`src/rtl/det_seq.sv`:
```
// rtl/det_seq.sv - sequential signed 2x2/3x3 determinant engine with one shared multiplier
module det_seq #(
    parameter int DATA_W = 8,
    parameter int SAT    = 1
) (
    input  logic                    clk,
    input  logic                    rst,
    input  logic                    start,
    input  logic                    size,
    input  logic [9*DATA_W-1:0]     mat,
    output logic                    busy,
    output logic                    done,
    output logic [DATA_W-1:0]       det,
    output logic [3*DATA_W+2:0]     det_full,
    output logic                    ovf
);

    localparam int ACC_W = 3*DATA_W + 3;
    localparam int MW    = 2*DATA_W + 1;   // minor / first-product width
    localparam int PW    = 3*DATA_W + 1;   // shared multiplier product width

    typedef enum logic [2:0] {IDLE, MINOR_A, MINOR_B, ACCUM, DONE_ST} state_t;

    state_t                     state;
    logic [1:0]                 col;
    logic                       size_q;
    logic [9*DATA_W-1:0]        mat_q;
    logic signed [MW-1:0]       p1;
    logic signed [MW-1:0]       minor;
    logic signed [ACC_W-1:0]    acc;

    logic signed [DATA_W-1:0]   ea;
    logic signed [DATA_W-1:0]   eb;
    logic signed [MW-1:0]       op_b;
    logic signed [PW-1:0]       mul_xa;
    logic signed [PW-1:0]       mul_xb;
    logic signed [PW-1:0]       mul_p;
    logic signed [MW-1:0]       minor_n;
    logic signed [ACC_W-1:0]    acc_term;
    logic [ACC_W-DATA_W:0]      top_bits;
    logic                       in_rng;
    logic [DATA_W-1:0]          det_sat;
    logic [DATA_W-1:0]          det_n;
    int                         row_b;
    int                         c_lo;
    int                         c_hi;

    function automatic logic signed [DATA_W-1:0] elem(input logic [9*DATA_W-1:0] m,
                                                      input int r, input int c);
        return m[(3*r+c)*DATA_W +: DATA_W];
    endfunction

    // Select multiplier operands: minor products in MINOR_A/B, cofactor weighting in ACCUM.
    // A 2x2 is treated as the minor on rows 0-1, columns 0-1.
    always_comb begin
        row_b = 0;
        c_lo  = 0;
        c_hi  = 1;
        if (size_q) begin
            row_b = 1;
            case (col)
                2'd0:    begin c_lo = 1; c_hi = 2; end
                2'd1:    begin c_lo = 0; c_hi = 2; end
                default: begin c_lo = 0; c_hi = 1; end
            endcase
        end
        ea   = '0;
        eb   = '0;
        op_b = '0;
        case (state)
            MINOR_A: begin
                ea   = elem(mat_q, row_b, c_lo);
                eb   = elem(mat_q, row_b + 1, c_hi);
                op_b = {{(MW-DATA_W){eb[DATA_W-1]}}, eb};
            end
            MINOR_B: begin
                ea   = elem(mat_q, row_b, c_hi);
                eb   = elem(mat_q, row_b + 1, c_lo);
                op_b = {{(MW-DATA_W){eb[DATA_W-1]}}, eb};
            end
            ACCUM: begin
                ea   = elem(mat_q, 0, int'(col));
                op_b = minor;
            end
            default: begin
                ea   = '0;
                op_b = '0;
            end
        endcase
        mul_xa = {{(PW-DATA_W){ea[DATA_W-1]}}, ea};
        mul_xb = {{(PW-MW){op_b[MW-1]}}, op_b};
    end

    // The single multiplier; operands are pre-extended so the low PW bits are exact.
    assign mul_p    = mul_xa * mul_xb;
    assign minor_n  = p1 - mul_p[MW-1:0];
    assign acc_term = {{(ACC_W-PW){mul_p[PW-1]}}, mul_p};

    // Range check and narrowing of the accumulated result.
    always_comb begin
        top_bits = acc[ACC_W-1:DATA_W-1];
        in_rng   = (&top_bits) | (~|top_bits);
        det_sat  = acc[ACC_W-1] ? {1'b1, {(DATA_W-1){1'b0}}} : {1'b0, {(DATA_W-1){1'b1}}};
        det_n    = ((SAT != 0) && !in_rng) ? det_sat : acc[DATA_W-1:0];
    end

    // Control FSM, datapath registers and registered outputs.
    always_ff @(posedge clk or negedge rst) begin
        if (!rst) begin
            state    <= IDLE;
            col      <= '0;
            size_q   <= 1'b0;
            mat_q    <= '0;
            p1       <= '0;
            minor    <= '0;
            acc      <= '0;
            busy     <= 1'b0;
            done     <= 1'b0;
            det      <= '0;
            det_full <= '0;
            ovf      <= 1'b0;
        end else begin
            done <= 1'b0;
            case (state)
                IDLE: begin
                    if (start) begin
                        mat_q  <= mat;
                        size_q <= size;
                        acc    <= '0;
                        col    <= '0;
                        busy   <= 1'b1;
                        state  <= MINOR_A;
                    end
                end
                MINOR_A: begin
                    p1    <= mul_p[MW-1:0];
                    state <= MINOR_B;
                end
                MINOR_B: begin
                    if (!size_q) begin
                        acc   <= {{(ACC_W-MW){minor_n[MW-1]}}, minor_n};
                        state <= DONE_ST;
                    end else begin
                        minor <= minor_n;
                        state <= ACCUM;
                    end
                end
                ACCUM: begin
                    if (col == 2'd1) begin
                        acc <= acc - acc_term;
                    end else begin
                        acc <= acc + acc_term;
                    end
                    if (col == 2'd2) begin
                        state <= DONE_ST;
                    end else begin
                        col   <= col + 2'd1;
                        state <= MINOR_A;
                    end
                end
                DONE_ST: begin
                    det_full <= acc;
                    det      <= det_n;
                    ovf      <= !in_rng;
                    done     <= 1'b1;
                    busy     <= 1'b0;
                    state    <= IDLE;
                end
                default: state <= IDLE;
            endcase
        end
    end

endmodule
```
`config.mk`:
```
export PLATFORM = sky130hd
export DESIGN_NAME = det_seq
export DESIGN_NICKNAME = d
export VERILOG_FILES = /design/src/rtl/det_seq.sv
export SDC_FILE = /design/constraint.sdc
export NUM_CORES = 1
export LEC_CHECK = 0
export ABC_AREA = 1
export BUFFER_PORTS_ARGS = -buffer_cell sky130_fd_sc_hd__buf_2
export CAP_MARGIN = 30
export CORE_MARGIN = 2
export CORE_UTILIZATION = 67
export CTS_CLUSTER_DIAMETER = 30
export DETAILED_ROUTE_END_ITERATION = 16
export PLACE_DENSITY = 0.89
export SYNTH_ARGS = -nofsm -noshare
export SYNTH_HDL_FRONTEND = slang
export SYNTH_SLANG_ARGS = --single-unit
```
`constraint.sdc`:
```
create_clock -name clk -period 15.2 [get_ports clk]
set_input_delay 0 -clock clk [delete_from_list [all_inputs] [get_ports clk]]
set_output_delay 0 -clock clk [all_outputs]
set_load 0.1 [all_outputs]
```
==> flow_metrics.env, run 1 <==
export IMPL_outcome="complete, no violations"
export IMPL_hold_depth=4
export IMPL_crit_slowest_cell="ha_1"
export IMPL_post_route_min_period_ns=11.51
export IMPL_cts_sinks=177
export IMPL_synthesis_area_um2=15700
export IMPL_synth_flop_cell="dfrtp_1"
export IMPL_root_buffer="clkbuf_16"
export IMPL_track_usage_pct=38.9
export IMPL_async_flop_share_pct=100
export IMPL_utilization_pct=77.6
export IMPL_ios=114
export IMPL_synth_seq_cells=177
export IMPL_drt_iter0_drc=1766
export IMPL_num_rows=56
export IMPL_clock_path_buffers=2
export IMPL_seq_area_frac_synth_pct=28.1
export IMPL_cts_buffers=17
export IMPL_reg2reg_slack_ns=3.69
export IMPL_post_place_ws_ns=4.02
export IMPL_die_w_um=157
export IMPL_first_global_vias=15142
export IMPL_final_period_utilization_pct=75.8
export IMPL_first_pass_iters=7
export IMPL_chipHeight_um=157
export IMPL_slew_headroom_pct=34.3
export IMPL_grt_pass1_wl_mm=74.9
export IMPL_totalWireLength_mm=47.1
export IMPL_setup_viol=0
export IMPL_yosysUniqueCellTypes=48
export IMPL_dieArea_um2=24700
export IMPL_ant_nets=0
export IMPL_required_ns=15.53
export IMPL_worstMarginPinSlew_ns=0.986
export IMPL_final_layout_size_suffix_gt1_share_pct=8.37
export IMPL_vias=15462
export IMPL_post_route_cell_area_um2=18000
export IMPL_fmax_ghz=0.0868
export IMPL_gp_congestion=0.961
export IMPL_io_buffer_count=113
export IMPL_critPathMostFrequentCell="inv_1"
export IMPL_crit_path_start_kind="flop"
export IMPL_r2r_cells=52
export IMPL_slowest_delay_ns=0.60
export IMPL_clkSlewWorstSetupHoldPaths_ns=0.08
export IMPL_drt_vias_per_instance=5.84
export IMPL_path_class="reg2reg"
export IMPL_ys_warn_count=0
export IMPL_avgSynthCellArea_um2=7.31
export IMPL_netlist_top_cells_area="dfrtp_1 (28%), fa_1 (14%), nand2_1 (14%), inv_1 (8.7%), ha_1 (7.5%)"
export IMPL_yosys_area_top_type_share_pct=28.1
export IMPL_maxCapViolations=0
export IMPL_hp_class="in2reg"
export IMPL_clk_latency_ns=0.45
export IMPL_rsz0062_at_grt="false"
export IMPL_setup_slack_ns=3.69
export IMPL_fin_worst_skew_ns=0.0220
export IMPL_drc_errors=0
export IMPL_netlist_instances=2155
export IMPL_cts_tree="built"
export IMPL_synth_most_common_cell="nand2_1"
export IMPL_hpwl_mm=34.2
export IMPL_synth_edf_count=0
export IMPL_initial_core_util_pct=67.7
export IMPL_syn_to_final_growth_pct=14.6
export IMPL_drv_slew=0
export IMPL_tns_ns=0
export IMPL_h_tree_depth=4
export IMPL_arrival_ns=11.84
export IMPL_placed_area_um2=16600
export IMPL_synth_largest_area_cell="dfrtp_1"
export IMPL_grt_max_degree=115
export IMPL_grt_overflow_total=0
export IMPL_coreArea_um2=23300
export IMPL_ys_top_cells_by_count="nand2_1 (575), inv_1 (367), nor2_1 (182), o21ai_0 (182), dfrtp_1 (177)"
export IMPL_wl_per_cell_um=17.8
export IMPL_crit_fanout=22
export IMPL_antenna_found_initial=1
export IMPL_nets=2599
export IMPL_hold_viol=0
export IMPL_cp_end_kind="flop"
export IMPL_synthesis_nets=2438
## kinds of logic (layout without fill, tap and decap cells)
family / count (synthesis) / count (layout) / synth area share, %
DFF: 177 / 177 / 28.1
AOI/OAI and AO/OA: 374 / 374 / 13.2
and+or+nand+nor: 913 / 913 / 23.7
other: 0 / 1 / 0
xor gates and xnor gates: 48 / 48 / 2.67
buffers and inverters: 436 / 610 / 10.4
adders and majority gates: 207 / 207 / 21.8
## critical path: cells and delay by family (launching register included)
kind / cells / cell delay [ns]
compound gates: 10 / 2.14
xor+xnor: 1 / 0.16
fa+ha+maj: 9 / 4.06
buf+inv: 12 / 1.60
flops: 1 / 0.40
simple gates: 20 / 3.00
## timing repair
item / CTS / global route
resized for setup: 0 / 0
endpoints found under the hold margin: 182 / 13
hold buffers: 75 / 1
setup buffers: 0 / 0
## worst paths after layout
kind | startpoint | end
setup / recovery | col[1] | acc[26]
hold / removal | mat[42] | mat_q[42]
setup reg to reg | col[1] | acc[26]
hold reg to reg | det_full[0] | det_full[0]
max in group asynchronous | rst | mat_q[27]
min in group asynchronous | rst | det[1]
## cell type report
type	instances	area, µm²
well taps	319	399
multi-input cells	1542	9680
repair buffers	202	1460
fillers	1677	5210
inverters	376	1410
flip-flops and latches	177	4430
clock inverters	15	240
clock buffers	17	425
diodes	1	2.50
## flip-flops by register name, indices dropped and copies added, names as in the netlist
register	count
det	8
size_q	1
p1	17
det_full	27
busy	1
done	1
state	3
minor	17
ovf	1
col	2
acc	27
mat_q	72
## metal layers
layer | global-route usage (%) | routed length [µm]
met5 | 0 | 0
met4 | 17.5 | 2180
met3 | 7.63 | 4190
met2 | 66.3 | 22700
met1 | 47.9 | 18000
## through the flow
| stage | hold WS [ns] | instances |
|---|---|---|
| after floorplan | -0.296 | 2155 |
| after global placement | 0.195 | 2538 |
| after detailed placement | 0.198 | 2538 |
| after CTS | 0.274 | 2645 |
| after global routing | 0.295 | 2649 |
| final | 0.292 | 2649 |
## cell usage in the layout, fill, tap and decap left out, drive strengths merged, types with 81 or more instances in the layout
cell type	count
nand3	81
o21ai	187
ha	94
fa	113
nand2	579
buf	126
inv	381
a21oi	112
nor2	188
dfrtp	177
Power of run 1 is not shown: default switching activity piles up to over one toggle a cycle in this logic, so the estimate is an artifact.
==> run 2, diff against run 1 <==
Settings changed: ABC_AREA 1 to 0, CORE_UTILIZATION 67 to 62, PLACE_DENSITY 0.89 to 0.84.
Clock period 15.2 ns to 11.1 ns, I/O delays scaled along.
==> run 2 against run 1 <==
  * Register-to-register slack worse by 3.3 ns
  * Via count is 10% lower
  * Synthesized area fell by 1.9%
  * Sequential share of layout area increased by 0.19 points
  * Clock skew is 0.0046 ns lower
  * Hold slack better by 0.017 ns
  * Synthesized cell count down 18%
  * Final area shrank 0.77%
  * Cell count fell by 14%
  * Utilization fell by 4.2 points
==> flow_metrics.env, run 2 <==
export IMPL_ios=114
export IMPL_fin_worst_skew_ns=0.0174
export IMPL_h_tree_depth=4
export IMPL_grt_pass1_wl_mm=70.9
export IMPL_ys_warn_count=0
export IMPL_clkSlewWorstSetupHoldPaths_ns=0.08
export IMPL_fill_cells=1658
export IMPL_clock_path_buffers=2
export IMPL_gp_congestion=0.921
export IMPL_crit_family="adder cells"
export IMPL_largest_reg_flops=72
export IMPL_synthesis_area_um2=15400
export IMPL_synthesis_nets=2052
export IMPL_multiInputGateArea_um2=10100
export IMPL_crit_slowest_cell="o21ai_1"
export IMPL_avgSynthCellArea_um2=8.73
export IMPL_yosys_area_top_type_share_pct=28.7
export IMPL_hold_path_startpoint="mat[40]"
export IMPL_final_layout_size_suffix_gt1_share_pct=16.0
export IMPL_synth_most_common_cell="nand2_1"
export IMPL_hpwl_mm=29.6
export IMPL_synth_edf_count=0
export IMPL_grt_overflow_total=0
export IMPL_post_place_ws_ns=-0.115
export IMPL_die_w_um=162
export IMPL_final_period_utilization_pct=96.5
export IMPL_syn_to_final_growth_pct=15.9
export IMPL_chipHeight_um=162
export IMPL_ys_top_cells_by_count="nand2_1 (229), nor2_1 (193), dfrtp_1 (177), inv_1 (177), fa_1 (113)"
export IMPL_crit_reg2reg_launch="col[0]"
export IMPL_hp_class="in2reg"
export IMPL_num_rows=57
export IMPL_setup_viol=0
export IMPL_routed_wl_met3_mm=3.74
export IMPL_required_ns=11.44
export IMPL_critPathMostFrequentCell="nor2_1"
export IMPL_cts_tree="built"
export IMPL_async_flop_share_pct=100
export IMPL_totalWireLength_mm=43.8
export IMPL_root_buffer="clkbuf_16"
export IMPL_fmax_ghz=0.0933
export IMPL_io_buffer_count=113
export IMPL_post_route_min_period_ns=10.71
export IMPL_crit_fanout=15
export IMPL_slew_headroom_pct=33.0
export IMPL_yosysUniqueCellTypes=70
export IMPL_drt_met1_wl_mm=17.1
export IMPL_drt_vias_per_instance=6.10
export IMPL_grt_max_degree=105
export IMPL_slowest_delay_ns=0.67
export IMPL_synth_largest_area_cell="dfrtp_1"
export IMPL_setup_slack_ns=0.385
export IMPL_path_class="reg2reg"
export IMPL_outcome="complete, no violations"
export IMPL_track_usage_pct=33.9
export IMPL_regArea_um2=4430
export IMPL_maxCapViolations=0
export IMPL_vias=13907
export IMPL_nets=2224
export IMPL_coreArea_um2=24400
export IMPL_first_global_vias=14048
export IMPL_worstMarginPinSlew_ns=1.00
export IMPL_n_antenna_cell=0
export IMPL_cp_startpoint="col[0]"
export IMPL_largest_register="mat_q"
export IMPL_layout_common_cells="nand2_1 (229), nor2_1 (190), inv_1 (177), dfrtp_1 (177)"
export IMPL_synth_flop_cell="dfrtp_1"
export IMPL_drt_iter0_drc=1606
export IMPL_netlist_top_cells_area="dfrtp_1 (29%), fa_1 (15%), ha_1 (7.6%), mux2_2 (5.7%), nand2_1 (5.6%)"
export IMPL_wl_per_cell_um=19.2
export IMPL_cp_num_buf_inv=7
export IMPL_synth_seq_cells=177
export IMPL_initial_core_util_pct=63.3
export IMPL_first_pass_iters=7
export IMPL_seq_area_frac_synth_pct=28.7
export IMPL_dr_wl_met2_mm=20.6
export IMPL_highest_layer="met4"
export IMPL_final_common_cell="nand2_1"
export IMPL_netlist_instances=1769
export IMPL_drv_slew=0
export IMPL_reg_largest_list="mat_q x72, acc x27, det_full x27"
export IMPL_dieArea_um2=26200
export IMPL_cp_end_kind="flop"
export IMPL_arrival_ns=11.05
export IMPL_hold_viol=0
export IMPL_cts_buffers=17
export IMPL_drc_errors=0
export IMPL_ant_nets=0
export IMPL_cts_sinks=177
export IMPL_clk_latency_ns=0.45
export IMPL_crit_path_start_kind="flop"
export IMPL_antenna_found_initial=0
==> run 2: cell count changes after synthesis, sizes merged, moves of 13 or more <==
cell / previous run / this run
a21o: 5 / 26
and3: 0 / 13
clkbuf: 48 / 62
inv: 374 / 177
mux2: 0 / 78
nand2: 579 / 229
nand2b: 0 / 20
nand3: 81 / 44
nand4: 23 / 8
nor2b: 0 / 19
o21ai: 187 / 112
or2: 14 / 31
xnor2: 11 / 46
==> run 2: cells by family after synthesis <==
kind of cell / synth area share [%]
adder cells (fa/ha/maj): 22.3
multiplexers: 6.46
AO/OA/AOI/OAI: 13.9
flip-flops: 28.7
XOR/XNOR: 4.70
buffers and inverters: 6.11
AND/OR/NAND/NOR: 17.9
==> run 2: final cells by class <==
| type | instances | area share, % |
|---|---|---|
| Clock buffer | 18 | 2.40 |
| Clock inverter | 14 | 0.922 |
| Inverter | 179 | 3.77 |
| Multi-Input combinational cell | 1341 | 56.7 |
| Sequential cell | 177 | 24.7 |
| Tap cell | 324 | 2.26 |
| Timing Repair Buffer | 225 | 9.25 |
==> run 2: final timing paths <==
kind                                     end  slack [ns]  cells after the start
min in group asynchronous        det_full[0]        0.44                      3
worst min register to register  det_full[11]        0.48                      2
max in group asynchronous          mat_q[65]        9.43                      6
worst max register to register       acc[26]        0.39                     45
worst max-delay path                 acc[26]        0.39                     45
worst min-delay path               mat_q[40]        0.31                      4
==> run 2: what timing repair did <==
item,CTS,global route
buffers inserted,0,8
setup endpoints to repair,1,12
hold buffers,75,1
hold endpoints to repair,177,6
pin swaps,0,4
gates resized for setup,1,21
gates cloned,0,0
==> run 2: worst reg2reg max path, delay by kind of cell (launching register included) <==
family / cells / cell delay [ns]
AOI/OAI and AO/OA: 13 / 2.95
xor gates and xnor gates: 2 / 0.46
adders and majority gates: 9 / 3.52
buffers and inverters: 7 / 0.97
DFF: 1 / 0.43
and+or+nand+nor: 14 / 2.29
==> run 2: metrics by stage <==
step	setup TNS [ns]	std cells	instance area [µm²]	utilization, %	hold slack [ns]
floorplan	0	1769	15400	-	-0.296
detailed placement	-0.115	2160	16400	67.1	0.184
global route	-0.0710	2278	17900	73.4	0.332
CTS	0	2267	17700	72.6	0.267
finish	0	2278	17900	73.4	0.309
global placement	0	2159	16300	67.0	0.180
==> run 2: metal layers <==
metal / GRT usage (%) / vias up
met5: 0 / -
met2: 56.4 / 820
met4: 16.3 / 0
met1: 42.6 / 6614
li1: - / 6234
met3: 6.89 / 239
Power of run 2 is left out for the same reason.
